<file path="src/rtl/input_port_ctrl.sv">
// Router input port: flit FIFO plus request/transfer/drop sequencer.
// Presents the head packet's destination mask to the arbiter.
package packet_pkg;
  localparam int ADDR_WIDTH = 4;
  localparam int NUM_PORTS  = 4;
endpackage

module input_port_ctrl
  import packet_pkg::*;
#(
  parameter int DATA_WIDTH = 32,
  parameter int FIFO_DEPTH = 8
) (
  input  logic                  clk,
  input  logic                  rst_n,
  input  logic                  in_valid,
  output logic                  in_ready,
  input  logic [DATA_WIDTH-1:0] in_data,
  input  logic                  in_sop,
  input  logic                  in_eop,
  output logic                  port_req,
  output logic [ADDR_WIDTH-1:0] port_dst,
  input  logic                  grant,
  output logic                  out_valid,
  output logic [DATA_WIDTH-1:0] out_data,
  output logic                  out_eop,
  output logic [7:0]            drop_cnt
);

  localparam int PW = $clog2(FIFO_DEPTH);
  localparam int CW = PW + 1;
  localparam int EW = DATA_WIDTH + 2;

  typedef enum logic [1:0] {
    IDLE = 2'd0,
    REQ  = 2'd1,
    XFER = 2'd2,
    DROP = 2'd3
  } state_t;

  logic [EW-1:0]         mem_q [FIFO_DEPTH];
  logic [PW-1:0]         wr_ptr_q;
  logic [PW-1:0]         rd_ptr_q;
  logic [CW-1:0]         cnt_q;
  logic                  rdy_q;
  logic                  full;
  logic                  empty;
  logic                  push;
  logic                  pop;
  logic [EW-1:0]         head;
  logic                  head_sop;
  logic                  head_eop;
  logic [DATA_WIDTH-1:0] head_data;

  state_t                state_q;
  state_t                state_d;
  logic [ADDR_WIDTH-1:0] dst_q;
  logic [ADDR_WIDTH-1:0] dst_d;
  logic [7:0]            drop_q;
  logic                  drop_inc;

  assign full  = (cnt_q == CW'(FIFO_DEPTH));
  assign empty = (cnt_q == '0);

  // in_ready is held low through reset and rises on the first edge after it.
  assign in_ready = rdy_q & ~full;
  assign push     = in_valid & in_ready;

  assign head      = mem_q[rd_ptr_q];
  assign head_sop  = head[EW-1];
  assign head_eop  = head[EW-2];
  assign head_data = head[DATA_WIDTH-1:0];

  // Ready-enable flag: cleared by reset, set on every clock.
  always_ff @(posedge clk or negedge rst_n) begin
    if (!rst_n) begin
      rdy_q <= 1'b0;
    end else begin
      rdy_q <= 1'b1;
    end
  end

  // Flit storage; contents are don't-care while the count says empty.
  always_ff @(posedge clk) begin
    if (push) begin
      mem_q[wr_ptr_q] <= {in_sop, in_eop, in_data};
    end
  end

  // Pointers and occupancy; pointers wrap naturally at FIFO_DEPTH.
  always_ff @(posedge clk or negedge rst_n) begin
    if (!rst_n) begin
      wr_ptr_q <= '0;
      rd_ptr_q <= '0;
      cnt_q    <= '0;
    end else begin
      if (push) begin
        wr_ptr_q <= wr_ptr_q + PW'(1);
      end
      if (pop) begin
        rd_ptr_q <= rd_ptr_q + PW'(1);
      end
      unique case ({push, pop})
        2'b10:   cnt_q <= cnt_q + CW'(1);
        2'b01:   cnt_q <= cnt_q - CW'(1);
        default: cnt_q <= cnt_q;
      endcase
    end
  end

  // FSM state, latched destination mask and saturating drop counter.
  always_ff @(posedge clk or negedge rst_n) begin
    if (!rst_n) begin
      state_q <= IDLE;
      dst_q   <= '0;
      drop_q  <= '0;
    end else begin
      state_q <= state_d;
      dst_q   <= dst_d;
      if (drop_inc && (drop_q != 8'hFF)) begin
        drop_q <= drop_q + 8'd1;
      end
    end
  end

  // Next-state, pop and handshake decode.
  always_comb begin
    state_d   = state_q;
    dst_d     = dst_q;
    pop       = 1'b0;
    port_req  = 1'b0;
    out_valid = 1'b0;
    drop_inc  = 1'b0;
    unique case (state_q)
      IDLE: begin
        if (!empty) begin
          if (head_sop) begin
            dst_d   = head_data[ADDR_WIDTH-1:0];
            state_d = (|head_data[ADDR_WIDTH-1:0]) ? REQ : DROP;
          end else begin
            pop = 1'b1;
          end
        end
      end
      REQ: begin
        port_req = 1'b1;
        if (grant) begin
          state_d = XFER;
        end
      end
      XFER: begin
        if (!empty) begin
          pop       = 1'b1;
          out_valid = 1'b1;
          if (head_eop) begin
            state_d = IDLE;
          end
        end
      end
      DROP: begin
        if (!empty) begin
          pop = 1'b1;
          if (head_eop) begin
            drop_inc = 1'b1;
            state_d  = IDLE;
          end
        end
      end
      default: state_d = IDLE;
    endcase
  end

  assign port_dst = dst_q;
  assign out_data = out_valid ? head_data : '0;
  assign out_eop  = out_valid & head_eop;
  assign drop_cnt = drop_q;

endmodule

</file>
<file path="config.mk">
export PLATFORM = sky130hd
export DESIGN_NAME = input_port_ctrl
export DESIGN_NICKNAME = d
export VERILOG_FILES = /design/src/rtl/input_port_ctrl.sv
export SDC_FILE = /design/constraint.sdc
export NUM_CORES = 1
export LEC_CHECK = 0
export CAP_MARGIN = 20
export CORE_MARGIN = 2
export CORE_UTILIZATION = 58
export CTS_CLUSTER_SIZE = 24
export DETAILED_ROUTE_END_ITERATION = 7
export GPL_ROUTABILITY_DRIVEN = 1
export PLACE_DENSITY = 0.76
export SETUP_SLACK_MARGIN = 0.1
export SLEW_MARGIN = 20
export SYNTH_ARGS = -nofsm -noshare
export SYNTH_HDL_FRONTEND = slang
export SYNTH_SLANG_ARGS = --single-unit
</file>
<file path="constraint.sdc">
create_clock -name clk -period 4.6 [get_ports clk]
set_input_delay 0.46 -clock clk [delete_from_list [all_inputs] [get_ports clk]]
set_output_delay 0.46 -clock clk [all_outputs]
set_load 0.005 [all_outputs]
</file>
After elaboration in Yosys (flattened, before gate mapping) --
Memory sizes are Yosys's and may differ from the RTL's. Cells that the tools add are included.
Word-level totals: register bits 25, input bits 38, memories kept 1, RAM bits 272
Memories:
- mem_q | depth 8, width 34, read ports 1, clocked after Yosys merged registers in 0, wr ports 1, line 41 | logic [EW-1:0] mem_q [FIFO_DEPTH];
Cells by class: $add $sub $neg 5, equality and inequality tests 12, multiplexer cells 20, bitwise logic cells 5, reduce and logical (&&, ||, !) cells 8
Operators by type and width (count):
- 32-bit 2-to-1 mux | 1
- 2-bit 2-to-1 mux | 6
- 1-bit 2-to-1 mux | 10
- 8-bit by 1-bit adder with 8-bit output (second input constant) | 1
- 2-bit != test (second input constant) | 4
- 8-bit != test (second input constant) | 1
- 4-bit one-hot mux with 2 select lines | 1
- 3-bit by 1-bit adder with 3-bit output (second input constant) | 2
- 2-bit equality test (second input constant) | 3
- 2-bit one-hot mux with 3 select lines | 1
- 5-bit AND reduction | 1
- 4-bit by 1-bit adder with 4-bit output (second input constant) | 1
- 2-bit by 1-bit equality test with 1-bit output (second input constant) | 2
- 4-bit equality test (second input constant) | 1
- 4-bit zero test | 1
- 4-bit OR reduction | 1
- 4-bit by 1-bit subtractor with 4-bit output (second input constant) | 1
- 1-bit bitwise AND | 3
- 3-bit AND reduction | 1
- 2-bit zero test | 1
- 2-bit by 1-bit != test with 1-bit output (second input constant) | 1
- 1-bit inverter | 2
- 1-bit one-hot mux with 2 select lines | 1
- 2-bit nonzero test | 1
- 2 further kinds | 2

Depth between registers and ports, before layout --
depth in word-level cells 6, depth in mapped cells 14, mapped depth without buffers 12

Least setup slack after synthesis --
OpenSTA, ideal clock, no wires.
kind flip-flop to flip-flop, start point register cnt_q[0], end point memory mem_q[0][0] (netlist name), enable pin, stages on the path, launching flop included 6, path slack 0.696 ns, library setup time 0.467 ns, path buffers 0, clock period less this slack 3.904 ns, arrival 3.437 ns, cells stage by stage dfrtp_1 -> nor3_1 -> a21boi_0 -> and2_1 -> nand2b_1 -> nor3_1
Between the ends: word-level cells in the longest chain between the ends 6
RTL lines:
- start: declaration | line 44 | logic [CW-1:0] cnt_q;
- start signal: assignment | line 104 | 2'b10: cnt_q <= cnt_q + CW'(1);
- start signal: assignment | line 105 | 2'b01: cnt_q <= cnt_q - CW'(1);
- start signal: assignment | line 106 | default: cnt_q <= cnt_q;
- 4-bit equality test | line 62 | assign full = (cnt_q == CW'(FIFO_DEPTH));
- 1-bit inverter | line 66 | assign in_ready = rdy_q & ~full;
- 1-bit bitwise AND | line 66
- via in_ready | line 17 | output logic in_ready,
- 1-bit bitwise AND | line 67 | assign push = in_valid & in_ready;
- 1-bit 2-to-1 mux | line 85 | if (push) begin
- 1-bit 2-to-1 mux (not written as such) | line 86 | mem_q[wr_ptr_q] <= {in_sop, in_eop, in_data};
- end: declaration | line 41
The timed path passes the listed nets, and every way through them passes these cells.

Worst setup path in the final report --
start point register rd_ptr_q[1], end point output port out_data[8]
Between the ends: word-level cells in the longest chain between the ends 2
RTL lines:
- start: declaration | line 43 | logic [PW-1:0] rd_ptr_q;
- start signal: assignment | line 101 | rd_ptr_q <= rd_ptr_q + PW'(1);
- memory 8 x 34 bit
- 32-bit 2-to-1 mux | line 174 | assign out_data = out_valid ? head_data : '0;
- end: declaration | line 25 | output logic [DATA_WIDTH-1:0] out_data,
No other way between the ends.

==> flow_summary.toml <==
[cts]
clockBufferDepth = 3
numCtsBuffers = 29
cts_resized = 0
clk_latency_ps = 530
cts_root_buffer = "clkbuf_16"
clkSinkCount = 297
clkTransAtPathRegs_ps = 60
htreeDepth = 1
tritoncts = "built"

[synthesis]
yosysTopAreaCellShare_pct = 70.4
synth_area_leaders = "edfxtp_1, mux4_2, dfrtp_1"
syn_inst = 561
yosysUniqueCellTypes = 38
synth_top_family_by_area = "multiplexers"
synthTopCellsByCount = "edfxtp_1, mux4_2, nor2_1"
synth_edf_count = 272
syn_area_um2 = 11600
synthXorXnorAreaFrac_pct = 1.06
synth-simple-area-share_pct = 3.59
synth_adder_area_share_pct = 0.819
ys_seq_area_share_pct = 75.8
yosysMostFrequentCell = "edfxtp_1"
synth_seq_cells = 297
yosysTopAreaCell = "edfxtp_1"
ys_async_sr_fraction_pct = 8.42
synth_top_flop_cell = "edfxtp_1"
ys.warnings.count = 0
muxShareOfSynthArea_pct = 16.5
syn_area_per_cell_um2 = 20.7
synth_compound_gate_area_share_pct = 0.744
syn_nets = 606

[pwr]
leakage_nw = 4.60
power.density_nw_per_um2 = 588
ir_worst_vdd_mv = 0.442

[floorplanning]
die-area_um2 = 21200
coreArea_um2 = 19500
start_util_pct = 59.4
dieHeight_um = 145
die_w_um = 145
num_rows = 51
pin_count = 86

[placed_design]
post-place-ws_ps = 1360
dp_hpwl_um = 13000
gp_congestion = 0.800
numPortBuffers = 85

[setup_path]
rrSetupSlack_ps = 1380
start_kind = "flop"
path_class = "reg -> out"
slowest_delay_ps = 1000
crit_chain = "buf_4 > mux4_2 > mux2i_1 > nor2_1 > clkdlybuf4s50_1"
reg2reg_from = "rd_ptr_q[1]"
r2r-end = "cnt_q[3]"
path_max_fanout = 37
cp.depth = 5
critical-path-top-delay-family = "buffers and inverters"
arrival_ps = 3310
crit_required_ps = 4140
crit_slowest_cell = "dfrtp_2"
critPathCaptureType = "output pin"
rr_worst_depth = 12
critPathBufInv = 2

[routing]
topRoutingLayerUsed = "met4"
wirelength_um = 22300
wl_per_cell_um = 23.3
drc = 0
drt_first_iter_violations = 458
wl_met1_um = 9070
wl_met3_um = 1480
drt_pass1_iterations = 4
ant_nets = 0
wl_met2_um = 11500
num_vias = 5616
via_per_inst = 5.86

[global_routing]
grt.total_usage_pct = 21.5
grt_pass1_vias = 6129
overflow = 0
grt_max_degree = 41
grt_pass1_wl_um = 35200
antenna_found_initial = 1

[min_path]
hold_class = "in -> async"

[sta]
fin_crit_ps = 3770
max_clock_freq_mhz = 265
final_max_slew_viol_count = 0
hold_violations = 0
worst_pin_slew_ps = 967
fin_hold_ws_ps = 461
slew_headroom_pct = 35.5
rsz0062_at_grt = "no"
fin_crit_sh_pct = 82.0
worst_clock_skew_ps = 7.42
finalSetupViolCount = 0
fin_tns_setup_ps = 0
setup_ws_ps = 827

[run_status]
status = "finished, final reports clean"

[final_layout]
area_delta_synth_final_pct = 18.5
drive_gt1_share_pct = 20.3
fin_nets = 716

[job]
maxCapViolations = 0
[worst reg2reg max path, delay by kind of cell (launching register included)]
kind,cells,cell delay (ps)
AO/OA/AOI/OAI,5,1020
buffers and inverters,1,90
XOR/XNOR,2,290
flip-flops,1,1000
adder cells (fa/ha/maj),2,510
AND/OR/NAND/NOR,2,180
[how the worst max path moves through the flow]
stage                      startpoint     endpoint  slack, ps
final                     rd_ptr_q[1]  out_data[8]        830
after global routing      rd_ptr_q[0]  out_data[1]        650
after CTS                 rd_ptr_q[0]  out_data[1]        770
after detailed placement  rd_ptr_q[1]  out_data[8]       1360
after global placement    rd_ptr_q[0]  out_data[1]       1370
after floorplan              cnt_q[0]  mem_q[0][0]        700
[report_power, final]
group          switching, mW  internal [mW]
registers              0.381           3.23
logic                  0.994           1.23
clock network          0.930           1.33
total                   2.30           5.78
[repair_timing]
item	in CTS	in global routing
setup buffers	0	0
hold buffers	0	1
endpoints found under the hold margin	0	25
[flip-flops by register name, indices dropped and copies added (netlist names)]
name	flops
state_q	2
rdy_q	1
port_dst	4
cnt_q	4
wr_ptr_q	3
rd_ptr_q	3
drop_cnt	8
mem_q	272
[final cells by class]
type | count | area (um^2)
Sequential cell | 297 | 8800
Fill cell | 1216 | 5770
Multi-Input combinational cell | 231 | 2700
Timing Repair Buffer | 102 | 976
Clock buffer | 38 | 759
Tap cell | 265 | 332
Clock inverter | 15 | 153
Inverter | 10 | 37.5
Antenna cell | 1 | 2.50
[per-stage QoR]
step                      util (%)  area [um^2]  std cells  power, mW
after CTS                     70.4        13700        957       8.17
final                         70.5        13800        959       8.09
after global placement        65.7        12800        904       5.83
after detailed placement      65.7        12800        904       5.91
after floorplan                  -        11600        561       5.10
after global routing          70.4        13800        958       8.47
[cell families (layout without fill, tap and decap cells)]
logic type,Yosys count,in the layout
mux,108,108
flops,297,297
simple gates,87,87
compound gates,14,14
fa+ha+maj,7,7
other cells,1,2
buf+inv,33,165
xor+xnor,14,14
[layout by cell type (no fill, tap or decap), types with 2 or more instances in the layout]
cell | Yosys | final
and3_1 | 2 | 2
buf_4 | 4 | 16
bufinv_16 | 0 | 3
clkbuf_1 | 7 | 9
clkbuf_16 | 0 | 29
clkdlybuf4s50_1 | 0 | 84
clkinv_1 | 0 | 6
clkinv_2 | 0 | 3
dfrtp_1 | 25 | 22
dfrtp_2 | 0 | 2
edfxtp_1 | 272 | 272
ha_1 | 6 | 6
inv_1 | 10 | 10
mux2_2 | 5 | 5
mux2i_1 | 36 | 36
mux4_2 | 66 | 66
nand2_1 | 17 | 17
nand2b_1 | 4 | 4
nand3_1 | 2 | 2
nand4_1 | 5 | 5
nor2_1 | 42 | 36
nor2_4 | 0 | 6
nor2b_1 | 3 | 3
nor3_1 | 6 | 4
nor3_2 | 0 | 2
nor4_1 | 2 | 2
nor4_2 | 2 | 2
o21ai_0 | 6 | 6
xnor2_1 | 9 | 9
xor2_1 | 5 | 5
[metal layers]
layer  GRT usage [%]  up-vias
met2            36.8      201
li1                -     2479
met3            4.08       28
met5               0        -
met1            29.8     2908
met4            4.12        0
No activity file was read; power rests on OpenSTA's default activity.
